==> src/rtl/noc_flit_sink_axis_if.sv <==
// Receive-side NoC link (flit + credit) bundled with the AXI-Stream output it feeds.
// The slave modport is the sink's view; master is the view of whoever drives flits and consumes beats.
interface noc_flit_sink_axis_if #(
    parameter int FLIT_WIDTH  = 32,
    parameter int DEST_WIDTH  = 6,
    parameter int TDATA_WIDTH = 32,
    parameter int TID_WIDTH   = 2,
    parameter int TDEST_WIDTH = 4
) ();
    logic [FLIT_WIDTH-1:0]  data_in;
    logic [DEST_WIDTH-1:0]  dest_in;
    logic                   is_tail_in;
    logic                   send_in;
    logic                   credit_out;
    logic                   axis_out_tvalid;
    logic                   axis_out_tready;
    logic [TDATA_WIDTH-1:0] axis_out_tdata;
    logic                   axis_out_tlast;
    logic [TID_WIDTH-1:0]   axis_out_tid;
    logic [TDEST_WIDTH-1:0] axis_out_tdest;

    modport slave (
        input  data_in, dest_in, is_tail_in, send_in, axis_out_tready,
        output credit_out, axis_out_tvalid, axis_out_tdata, axis_out_tlast,
               axis_out_tid, axis_out_tdest
    );

    modport master (
        output data_in, dest_in, is_tail_in, send_in, axis_out_tready,
        input  credit_out, axis_out_tvalid, axis_out_tdata, axis_out_tlast,
               axis_out_tid, axis_out_tdest
    );
endinterface

==> src/rtl/noc_flit_sink_axis.sv <==
// Credit-based NoC link sink: buffers flits, packs SERIALIZATION_FACTOR flits per
// AXI-Stream beat, splits dest into tid/tdest and returns one credit per drained flit.
module noc_flit_sink_axis #(
    parameter int FLIT_BUFFER_DEPTH    = 8,
    parameter int TID_WIDTH            = 2,
    parameter int TDEST_WIDTH          = 4,
    parameter int TDATA_WIDTH          = 32,
    parameter int SERIALIZATION_FACTOR = 1,
    localparam int FLIT_WIDTH = TDATA_WIDTH / SERIALIZATION_FACTOR,
    localparam int DEST_WIDTH = TDEST_WIDTH + TID_WIDTH
) (
    input  logic                     clk_noc,
    input  logic                     rst_n,
    noc_flit_sink_axis_if.slave      link,
    output logic                     overflow_err,
    output logic [15:0]              pkt_count
);
    localparam int AW = $clog2(FLIT_BUFFER_DEPTH);
    localparam int SF = SERIALIZATION_FACTOR;
    localparam int IW = (SF > 1) ? $clog2(SF) : 1;

    typedef struct packed {
        logic                  tail;
        logic [DEST_WIDTH-1:0] dest;
        logic [FLIT_WIDTH-1:0] data;
    } flit_t;

    flit_t mem [FLIT_BUFFER_DEPTH];

    logic [AW:0]             wr_ptr_q, wr_ptr_d;
    logic [AW:0]             rd_ptr_q, rd_ptr_d;
    logic [IW-1:0]           idx_q, idx_d;
    logic [TDATA_WIDTH-1:0]  tdata_q, tdata_d;
    logic                    tvalid_q, tvalid_d;
    logic                    tlast_q, tlast_d;
    logic [TID_WIDTH-1:0]    tid_q, tid_d;
    logic [TDEST_WIDTH-1:0]  tdest_q, tdest_d;
    logic                    credit_q, credit_d;
    logic                    ovf_q, ovf_d;
    logic [15:0]             pkt_q, pkt_d;

    logic  full, empty, push, pop, hs;
    flit_t head;

    always_comb begin
        // Pointers carry an extra wrap bit so full and empty are distinguishable.
        full  = (wr_ptr_q[AW] != rd_ptr_q[AW]) && (wr_ptr_q[AW-1:0] == rd_ptr_q[AW-1:0]);
        empty = (wr_ptr_q == rd_ptr_q);
        push  = link.send_in && !full;
        hs    = tvalid_q && link.axis_out_tready;
        pop   = !empty && (!tvalid_q || hs);
        head  = mem[rd_ptr_q[AW-1:0]];

        wr_ptr_d = wr_ptr_q + (AW+1)'(push);
        rd_ptr_d = rd_ptr_q + (AW+1)'(pop);
        idx_d    = idx_q;
        tdata_d  = tdata_q;
        tvalid_d = tvalid_q;
        tlast_d  = tlast_q;
        tid_d    = tid_q;
        tdest_d  = tdest_q;
        credit_d = pop;
        ovf_d    = ovf_q | (link.send_in & full);
        pkt_d    = pkt_q + 16'(hs && tlast_q);

        if (hs) begin
            tvalid_d = 1'b0;
        end

        if (pop) begin
            // Starting a new beat wipes every slice so a short beat has zero upper slices.
            if (idx_q == '0) begin
                tdata_d = '0;
            end
            tdata_d[idx_q*FLIT_WIDTH +: FLIT_WIDTH] = head.data;
            if (idx_q == IW'(SF - 1) || head.tail) begin
                tvalid_d = 1'b1;
                tlast_d  = head.tail;
                tid_d    = head.dest[DEST_WIDTH-1:TDEST_WIDTH];
                tdest_d  = head.dest[TDEST_WIDTH-1:0];
                idx_d    = '0;
            end else begin
                idx_d = idx_q + IW'(1);
            end
        end
    end

    always_ff @(posedge clk_noc) begin
        if (push) begin
            mem[wr_ptr_q[AW-1:0]] <= {link.is_tail_in, link.dest_in, link.data_in};
        end
    end

    always_ff @(posedge clk_noc or negedge rst_n) begin
        if (!rst_n) begin
            wr_ptr_q <= '0;
            rd_ptr_q <= '0;
            idx_q    <= '0;
            tdata_q  <= '0;
            tvalid_q <= 1'b0;
            tlast_q  <= 1'b0;
            tid_q    <= '0;
            tdest_q  <= '0;
            credit_q <= 1'b0;
            ovf_q    <= 1'b0;
            pkt_q    <= '0;
        end else begin
            wr_ptr_q <= wr_ptr_d;
            rd_ptr_q <= rd_ptr_d;
            idx_q    <= idx_d;
            tdata_q  <= tdata_d;
            tvalid_q <= tvalid_d;
            tlast_q  <= tlast_d;
            tid_q    <= tid_d;
            tdest_q  <= tdest_d;
            credit_q <= credit_d;
            ovf_q    <= ovf_d;
            pkt_q    <= pkt_d;
        end
    end

    assign link.credit_out      = credit_q;
    assign link.axis_out_tvalid = tvalid_q;
    assign link.axis_out_tdata  = tdata_q;
    assign link.axis_out_tlast  = tlast_q;
    assign link.axis_out_tid    = tid_q;
    assign link.axis_out_tdest  = tdest_q;
    assign overflow_err         = ovf_q;
    assign pkt_count            = pkt_q;
endmodule

==> src/flat_wrapper.sv <==
// flat-port wrapper written by rule: the top's interface ports become plain ports
module noc_flit_sink_axis_flat 
#(
    parameter int FLIT_BUFFER_DEPTH    = 8,
    parameter int TID_WIDTH            = 2,
    parameter int TDEST_WIDTH          = 4,
    parameter int TDATA_WIDTH          = 32,
    parameter int SERIALIZATION_FACTOR = 1,
    localparam int FLIT_WIDTH = TDATA_WIDTH / SERIALIZATION_FACTOR,
    localparam int DEST_WIDTH = TDEST_WIDTH + TID_WIDTH
)
  (clk_noc, rst_n, overflow_err, pkt_count, link_data_in, link_dest_in, link_is_tail_in, link_send_in, link_axis_out_tready, link_credit_out, link_axis_out_tvalid, link_axis_out_tdata, link_axis_out_tlast, link_axis_out_tid, link_axis_out_tdest);
  noc_flit_sink_axis_if #(.FLIT_WIDTH(32), .DEST_WIDTH(6), .TDATA_WIDTH(TDATA_WIDTH), .TID_WIDTH(TID_WIDTH), .TDEST_WIDTH(TDEST_WIDTH)) link_i ();
  input  logic clk_noc;
  input  logic rst_n;
  output logic overflow_err;
  output logic [15:0] pkt_count;
  input wire logic [$bits(link_i.data_in)-1:0] link_data_in;
  input wire logic [$bits(link_i.dest_in)-1:0] link_dest_in;
  input wire logic [$bits(link_i.is_tail_in)-1:0] link_is_tail_in;
  input wire logic [$bits(link_i.send_in)-1:0] link_send_in;
  input wire logic [$bits(link_i.axis_out_tready)-1:0] link_axis_out_tready;
  output wire logic [$bits(link_i.credit_out)-1:0] link_credit_out;
  output wire logic [$bits(link_i.axis_out_tvalid)-1:0] link_axis_out_tvalid;
  output wire logic [$bits(link_i.axis_out_tdata)-1:0] link_axis_out_tdata;
  output wire logic [$bits(link_i.axis_out_tlast)-1:0] link_axis_out_tlast;
  output wire logic [$bits(link_i.axis_out_tid)-1:0] link_axis_out_tid;
  output wire logic [$bits(link_i.axis_out_tdest)-1:0] link_axis_out_tdest;
  assign link_i.data_in = link_data_in;
  assign link_i.dest_in = link_dest_in;
  assign link_i.is_tail_in = link_is_tail_in;
  assign link_i.send_in = link_send_in;
  assign link_i.axis_out_tready = link_axis_out_tready;
  assign link_credit_out = link_i.credit_out;
  assign link_axis_out_tvalid = link_i.axis_out_tvalid;
  assign link_axis_out_tdata = link_i.axis_out_tdata;
  assign link_axis_out_tlast = link_i.axis_out_tlast;
  assign link_axis_out_tid = link_i.axis_out_tid;
  assign link_axis_out_tdest = link_i.axis_out_tdest;
  noc_flit_sink_axis #(.FLIT_BUFFER_DEPTH(FLIT_BUFFER_DEPTH), .TID_WIDTH(TID_WIDTH), .TDEST_WIDTH(TDEST_WIDTH), .TDATA_WIDTH(TDATA_WIDTH), .SERIALIZATION_FACTOR(SERIALIZATION_FACTOR)) u_core (.clk_noc(clk_noc), .rst_n(rst_n), .link(link_i), .overflow_err(overflow_err), .pkt_count(pkt_count));
endmodule
==> config.mk <==
export PLATFORM = sky130hd
export DESIGN_NAME = noc_flit_sink_axis_flat
export DESIGN_NICKNAME = d
export VERILOG_FILES = /design/src/rtl/noc_flit_sink_axis_if.sv /design/src/rtl/noc_flit_sink_axis.sv /design/src/flat_wrapper.sv
export SDC_FILE = /design/constraint.sdc
export NUM_CORES = 1
export LEC_CHECK = 0
export CAP_MARGIN = 20
export CORE_ASPECT_RATIO = 0.6
export CORE_UTILIZATION = 30
export CTS_CLUSTER_DIAMETER = 50
export DETAILED_ROUTE_END_ITERATION = 8
export SLEW_MARGIN = 10
export SYNTH_ARGS = -nofsm -noshare
export SYNTH_HDL_FRONTEND = slang
export SYNTH_SLANG_ARGS = --single-unit
==> constraint.sdc <==
create_clock -name clk_noc -period 5.2 [get_ports clk_noc]
set_input_delay 0.78 -clock clk_noc [delete_from_list [all_inputs] [get_ports clk_noc]]
set_output_delay 0.78 -clock clk_noc [all_outputs]
set_load 0.02 [all_outputs]
==> reports/results.md, run 1 <==
Synth
• **Synth Area in Simple Gates** 2.035%
• **area fraction in compound gates after synthesis** 3.308%
• **mux share of post-synthesis cell area** 14.34%
• **xor and xnor area share after synthesis** 1.394%
• **part of the Yosys area used for sequential elements** 76.44%
• **Yosys Warn Count** 0
• **net count after synthesis** 753
• **Post-Synthesis Cell Area** 14450 um2
• **share of synthesized cell area in full adder, half adder and majority cells** 0.6061%
• **total of flip-flops plus latches after synthesis** 379
• **post-synthesis instance total** 703
• **mean instance size in the synthesized netlist** 20.55 um2
• **count of distinct cell types in the synthesized netlist** 36
• **combinational family with the most area after synthesis** multiplexers

STA
• **final clock skew** 0.01729 ns
• **RSZ-0062 raised after global routing** false
• **fraction of the cycle the final worst path needs** 58.34%
• **max-slew violation count** 0
• **relative max-transition margin** 34.12%
• **Highest Clock Rate** 329.6 MHz
• **number of hold-slack violations in the final timing report** 0
• **slew of the pin with the lowest slew margin** 0.9882 ns
• **post-route worst setup slack** 2.166 ns
• **post-route minimum period** 3.034 ns
• **final setup violation count** 0
• **Total Neg Setup Slack** 0 ns

Global routing
• **Global Route Usage Sum** 12.48%
• **pin count of the biggest net entering global routing** 68
• **initial antenna violation count** 0
• **remaining global-route overflow** 0
• **global-route wire length before repair** 45960 um
• **via count of the first global-routing pass** 7247

Route
• **average wire per cell in the routed design** 20.40 um
• **DRT antenna net count** 0
• **number of remaining DRC errors** 0
• **detailed-routing iteration count for the pre-antenna-repair pass** 5
• **via density per instance** 4.708
• **DR iter-0 viols** 507
• **aggregate routed wire length** 30150 um
• **total via count after detailed routing** 6959

Clock network
• **sink count of the clock tree** 379
• **TritonCTS clock tree** done
• **total of cells resized after clock tree synthesis** 0
• **CTS max path bufs** 3
• **clock transition at the registers of the reported paths** 0.06 ns
• **depth of the CTS H-tree** 2
• **Hold-fix buffers, CTS** 0
• **clock insertion delay at the later pin of the skew report** 0.53 ns
• **TritonCTS Buffers** 36
• **number of setup buffers added after CTS** 0
• **Root Buffer Master** sky130_fd_sc_hd__clkbuf_16

Floorplanning
• **IO Pins** 101
• **Rows** 61
• **width of the die** 285.3 um
• **standard cell core area** 46940 um2
• **overall die area** 49080 um2
• **starting density of the core** 30.79%
• **chip height** 172 um

Critical path
• **Startpoint Class** flop
• **number of cells on the critical path** 5
• **Slowest Stage Delay on Critical Path** 0.80 ns
• **worst reg2reg path depth** 5
• **data arrival time at the worst-slack endpoint** 3.23 ns
• **crit path buf inv count** 1
• **ordered list of cells on the worst path** xnor2_1, a41oi_1, nand2b_1, nor2_4, buf_4
• **CP top delay family** simple AND/OR/NAND/NOR gates
• **required time worst endpoint** 5.40 ns
• **crit path max fanout** 37
• **kind of end point of the critical path** flop
• **worst setup path category** flop to flop
• **CP max stage cell** sky130_fd_sc_hd__dfrtp_4

Placed design
• **half-perimeter wire length after detailed placement** 17770 um
• **total of buffers placed on input and output ports** 100
• **worst setup timing slack at the placement stage** 1.844 ns
• **Final Wtd Congestion** 0.7120

Cells and area
• **antenna diode instance count** 0
• **layout net count** 871
• **layout overhead on the synthesized area** 19.97%
• **share of layout cells above drive strength 1** 18.75%
• **area of combinational cells with multiple inputs** 3189 um2
• **layout filler cell count** 4307
• **area of all sequential standard cells** 11050 um2

Job
• **Max Cap Violations** 0

Power
• **leakage power summed over all cells** 5.771 nW
• **maximum resistive drop on vdd** 0.0003674 V
• **Cell Pwr Density** 565.1 nW/um2

Run status
• **result of the run** finished clean

Hold path
• **type of the worst min-delay path** input port to async pin

logic make-up after synthesis:
| group | after synthesis |
|---|---|
| XOR/XNOR | 23 |
| AO/OA/AOI/OAI | 83 |
| flip-flops | 379 |
| AND/OR/NAND/NOR | 54 |
| multiplexers | 112 |
| adder cells (fa/ha/maj) | 7 |
| buffers and inverters | 45 |
sequential cells by signal, indices dropped and copies added, names as in the netlist:
register / flops
u_core.mem: 312
u_core.link.axis_out_tdata: 32
u_core.link.axis_out_tdest: 4
u_core.pkt_count: 16
u_core.overflow_err: 1
u_core.link.axis_out_tlast: 1
u_core.idx_q: 1
u_core.rd_ptr_q: 4
u_core.link.credit_out: 1
u_core.link.axis_out_tid: 2
u_core.link.axis_out_tvalid: 1
u_core.wr_ptr_q: 4
worst paths after layout:
path	start	to	slack [ns]
worst max-delay path	u_core.rd_ptr_q[1]$_DFF_PN0_	u_core.mem[6][35]$_DFFE_PP_	2.17
worst min-delay path	rst_n	u_core.link.axis_out_tdata[1]$_DFFE_PN0P_	0.41
worst max register to register	u_core.rd_ptr_q[1]$_DFF_PN0_	u_core.mem[6][35]$_DFFE_PP_	2.17
worst min register to register	u_core.pkt_count[15]$_DFF_PN0_	u_core.pkt_count[15]$_DFF_PN0_	0.47
max in group asynchronous	rst_n	u_core.rd_ptr_q[1]$_DFF_PN0_	4.04
min in group clk_noc	u_core.pkt_count[15]$_DFF_PN0_	u_core.pkt_count[15]$_DFF_PN0_	0.47
layout make-up:
class	count	area share [%]
multi-input combinational	279	18.40
inverter	10	0.2165
clock buffer	47	5.608
clock inverter	18	1.054
timing repair buffer	115	6.409
sequential	379	63.77
tap	630	4.547
synth_stat cells, drive strengths merged:
cell type | number | area [um2]
a41oi | 1 | 8.760
nand3 | 9 | 45.04
clkbuf | 6 | 22.52
mux2i | 36 | 360.4
ha | 7 | 87.58
xnor2 | 15 | 131.4
nor2 | 12 | 45.04
or2b | 1 | 7.510
nand4 | 5 | 31.28
a31o | 1 | 8.760
a21o | 1 | 7.510
o21ai | 65 | 325.3
dfrtp | 67 | 1677
inv | 10 | 37.54
xor2 | 8 | 70.07
nand4b | 1 | 15.01
nor3 | 3 | 15.01
mux4 | 76 | 1712
edfxtp | 312 | 9369
nand3b | 1 | 7.510
nand2b | 3 | 26.27
nor2b | 8 | 50.05
buf | 29 | 211.5
a211oi | 6 | 45.04
a41o | 1 | 10.01
o21bai | 1 | 7.510
or3 | 1 | 6.260
and3 | 3 | 18.77
a32oi | 6 | 52.55
a22oi | 1 | 12.51
nand2 | 7 | 26.28
layout by cell type, fill, tap and decap left out, types with 3 or more instances in the layout:
master                            Yosys  final
sky130_fd_sc_hd__a211oi_1             6      6
sky130_fd_sc_hd__a32oi_1              6      6
sky130_fd_sc_hd__and3_1               3      3
sky130_fd_sc_hd__buf_4                3     16
sky130_fd_sc_hd__bufinv_16            0      3
sky130_fd_sc_hd__clkbuf_1             6      8
sky130_fd_sc_hd__clkbuf_16            0     36
sky130_fd_sc_hd__clkbuf_8             0      3
sky130_fd_sc_hd__clkdlybuf4s50_1      0     99
sky130_fd_sc_hd__clkinv_1             0      6
sky130_fd_sc_hd__clkinv_2             0      4
sky130_fd_sc_hd__dfrtp_1             67     64
sky130_fd_sc_hd__edfxtp_1           312    312
sky130_fd_sc_hd__ha_1                 7      7
sky130_fd_sc_hd__inv_1               10     10
sky130_fd_sc_hd__mux2i_1             36     36
sky130_fd_sc_hd__mux4_2              76     76
sky130_fd_sc_hd__nand2_1              7      7
sky130_fd_sc_hd__nand3_1              9      9
sky130_fd_sc_hd__nand4_1              5      5
sky130_fd_sc_hd__nor2_1              12      6
sky130_fd_sc_hd__nor2_4               0      6
sky130_fd_sc_hd__nor2b_1              8      8
sky130_fd_sc_hd__o21ai_0             32     32
sky130_fd_sc_hd__o21ai_1             33     33
sky130_fd_sc_hd__xnor2_1             15     15
sky130_fd_sc_hd__xor2_1               8      8
stage by stage:
stage	utilization, %	std cells	power, W	hold slack (ns)	instance area, um2
floorplan	-	703	0.006301	0.4796	14450
global placement	34.47	1413	0.007302	0.4582	16180
detailed placement	34.47	1413	0.007347	0.4611	16180
CTS	36.93	1478	0.009958	0.4319	17340
global route	36.93	1478	0.01030	0.4675	17340
finish	36.93	1478	0.009797	0.4137	17340
where the power goes:
part	switching [W]	leakage, nW	total [W]	internal (W)
Combinational	0.00159	1.56	0.00293	0.00134
Sequential	0.000342	3.64	0.00428	0.00394
Clock	0.00111	0.562	0.00259	0.00148
layer usage:
metal | GRT usage [%] | share of wire, %
met3 | 2.704 | 4.5
met4 | 2.558 | 1.5
met5 | 0 | 0
met2 | 19.66 | 46
met1 | 17.81 | 48
(Power assumes the default switching activity.)
==> run 2, diff against run 1 <==
clock period = 2.5 ns   (was 5.2 ns; I/O delays follow)
==> run 2 against run 1 <==
- via count down 0.17%
- register-to-register slack got worse by 1.8 ns
- worst setup slack worse by 1.8 ns
- sequential power up 100%
- total power grew 120%
- first-iteration DRC count rose by 0.59%
- sequential share of layout area decreased by 1.6 points
- count of clock-buffer cells in the layout grew 3
- routed wire length increased by 1.9%
- global-route usage is 0.28 points higher
- critical path depth up 1
- maximum frequency up 44%
- critical path type unchanged
- largest power group unchanged
- highest routed layer unchanged
==> reports/results.md, run 2 (same netlist as run 1, synthesis figures left out) <==
Clock network
• **total of cells resized after clock tree synthesis** 0
• **sink count of the clock tree** 379
• **Root Buffer Master** sky130_fd_sc_hd__clkbuf_16
• **clock transition at the registers of the reported paths** 0.06 ns
• **TritonCTS clock tree** done
• **TritonCTS Buffers** 36
• **CTS max path bufs** 3
• **depth of the CTS H-tree** 2
• **number of setup buffers added after CTS** 0
• **clock insertion delay at the later pin of the skew report** 0.53 ns
• **Hold-fix buffers, CTS** 1

Route
• **DR iter-0 viols** 510
• **total via count after detailed routing** 6947
• **detailed-routing iteration count for the pre-antenna-repair pass** 5
• **average wire per cell in the routed design** 20.50 um
• **met3 WL post-DR** 1393 um
• **aggregate routed wire length** 30730 um
• **via density per instance** 4.634
• **routed metal-1 wire length** 14650 um
• **number of remaining DRC errors** 0
• **met2 routed wirelength** 14330 um
• **DRT antenna net count** 0
• **highest routed metal layer** met4

Floorplanning
• **starting density of the core** 30.79%
• **Rows** 61
• **chip height** 172 um
• **standard cell core area** 46940 um2
• **overall die area** 49080 um2
• **width of the die** 285.3 um
• **IO Pins** 101

Job
• **Max Cap Violations** 0

Placed design
• **number of placed instances, taps included** 1433
• **total of buffers placed on input and output ports** 100
• **half-perimeter wire length after detailed placement** 19420 um
• **worst setup timing slack at the placement stage** 0.1718 ns
• **Final Wtd Congestion** 0.7341

Cells and area
• **final design utilization** 37.88%
• **number of flip-flops in the largest register** 312
• **layout net count** 892
• **leading cell type in the layout, fill and taps excluded** sky130_fd_sc_hd__edfxtp_1
• **count of placed standard cells in the final layout, fillers left out** 1499
• **commonest cells after routing, fill and taps aside** sky130_fd_sc_hd__edfxtp_1, sky130_fd_sc_hd__clkdlybuf4s50_1, sky130_fd_sc_hd__mux4_2
• **layout overhead on the synthesized area** 23.06%
• **antenna diode instance count** 0
• **share of layout cells above drive strength 1** 20.71%

Global routing
• **global-route wire length before repair** 46600 um
• **initial antenna violation count** 0
• **pin count of the biggest net entering global routing** 83
• **via count of the first global-routing pass** 7222
• **Global Route Usage Sum** 12.76%
• **remaining global-route overflow** 0

STA
• **number of hold-slack violations in the final timing report** 0
• **slew of the pin with the lowest slew margin** 0.5549 ns
• **max-slew violation count** 0
• **post-route minimum period** 2.107 ns
• **relative max-transition margin** 63.01%
• **fraction of the cycle the final worst path needs** 84.29%
• **Highest Clock Rate** 474.6 MHz
• **final setup violation count** 0
• **Total Neg Setup Slack** 0 ns
• **RSZ-0062 raised after global routing** false
• **final clock skew** 0.02300 ns
• **post-route worst setup slack** 0.3928 ns

Power
• **portion of total power attributed to sequential cells** 40.9%
• **Cell Pwr Density** 1190 nW/um2
• **power dissipated by switching net loads** 0.006433 W
• **leakage power summed over all cells** 5.961 nW
• **proportion of total power due to net switching** 30.41%
• **clock network fraction of total power** 27.0%
• **internal cell power** 0.01472 W
• **Logic pwr share** 32.0%
• **maximum resistive drop on vdd** 0.0007466 V

Critical path
• **crit path buf inv count** 2
• **Startpoint Class** flop
• **worst setup path category** flop to flop
• **CP top delay family** flip-flops
• **required time worst endpoint** 2.71 ns
• **data arrival time at the worst-slack endpoint** 2.32 ns
• **Slowest Stage Delay on Critical Path** 0.53 ns
• **crit path max fanout** 23
• **CP max stage cell** sky130_fd_sc_hd__dfrtp_4
• **kind of end point of the critical path** flop
• **ordered list of cells on the worst path** xnor2_4, a41oi_2, nand2_1, buf_4, nor2_4, buf_12

Hold path
• **type of the worst min-delay path** input port to async pin

Run status
• **result of the run** finished clean

## run 2: cell count changes in the layout (fill, tap and decap cells not counted), moves of 3 or more
cell                        change
sky130_fd_sc_hd__clkbuf_8       -3
sky130_fd_sc_hd__clkinv_1       -3
sky130_fd_sc_hd__clkbuf_1       +4
sky130_fd_sc_hd__bufinv_16      +3
sky130_fd_sc_hd__buf_4          +7
sky130_fd_sc_hd__buf_12        +13
sky130_fd_sc_hd__clkinv_2       -3
## run 2: final timing paths
check	start	to	slack [ns]	cells past startpoint
max in group asynchronous	rst_n	u_core.link.axis_out_tdata[29]$_DFFE_PN0P_	1.52	3
worst max register to register	u_core.rd_ptr_q[0]$_DFF_PN0_	u_core.mem[7][32]$_DFFE_PP_	0.39	6
worst min register to register	u_core.overflow_err$_DFF_PN0_	u_core.overflow_err$_DFF_PN0_	0.48	1
worst max-delay path	u_core.rd_ptr_q[0]$_DFF_PN0_	u_core.mem[7][32]$_DFFE_PP_	0.39	6
min in group clk_noc	u_core.overflow_err$_DFF_PN0_	u_core.overflow_err$_DFF_PN0_	0.48	1
worst min-delay path	rst_n	u_core.pkt_count[8]$_DFF_PN0_	0.37	2
## run 2: power by group through the flow
stage / Combinational (W) / Clock [W] / Sequential [W]
detailed placement: 0.00696 / 0 / 0.00881
CTS: 0.00697 / 0.00588 / 0.00868
floorplan: 0.00404 / 0 / 0.00914
finish: 0.00678 / 0.00572 / 0.00866
global route: 0.00738 / 0.00611 / 0.00878
global placement: 0.00687 / 0 / 0.00877
## run 2: metal layers
| layer | GRT usage (%) | vias to the layer above |
|---|---|---|
| met2 | 19.58 | 135 |
| met5 | 0 | - |
| li1 | - | 3121 |
| met4 | 2.720 | 0 |
| met1 | 18.59 | 3660 |
| met3 | 2.797 | 31 |
## run 2: final cells by class
cell class | count | area (um2)
clock buffers | 50 | 996.0
clock inverters | 15 | 244.0
fillers | 4199 | 29160
inverters | 10 | 37.54
multi-input cells | 279 | 3228
flip-flops and latches | 379 | 11050
well taps | 630 | 788.3
repair buffers | 136 | 1434
## run 2: per-stage QoR
stage	area, um2	power [W]	hold WS, ns
global route	17780	0.02226	0.4097
global placement	16530	0.01564	0.3906
detailed placement	16530	0.01576	0.3887
finish	17780	0.02115	0.3720
CTS	17780	0.02154	0.3582
floorplan	14510	0.01318	0.07941
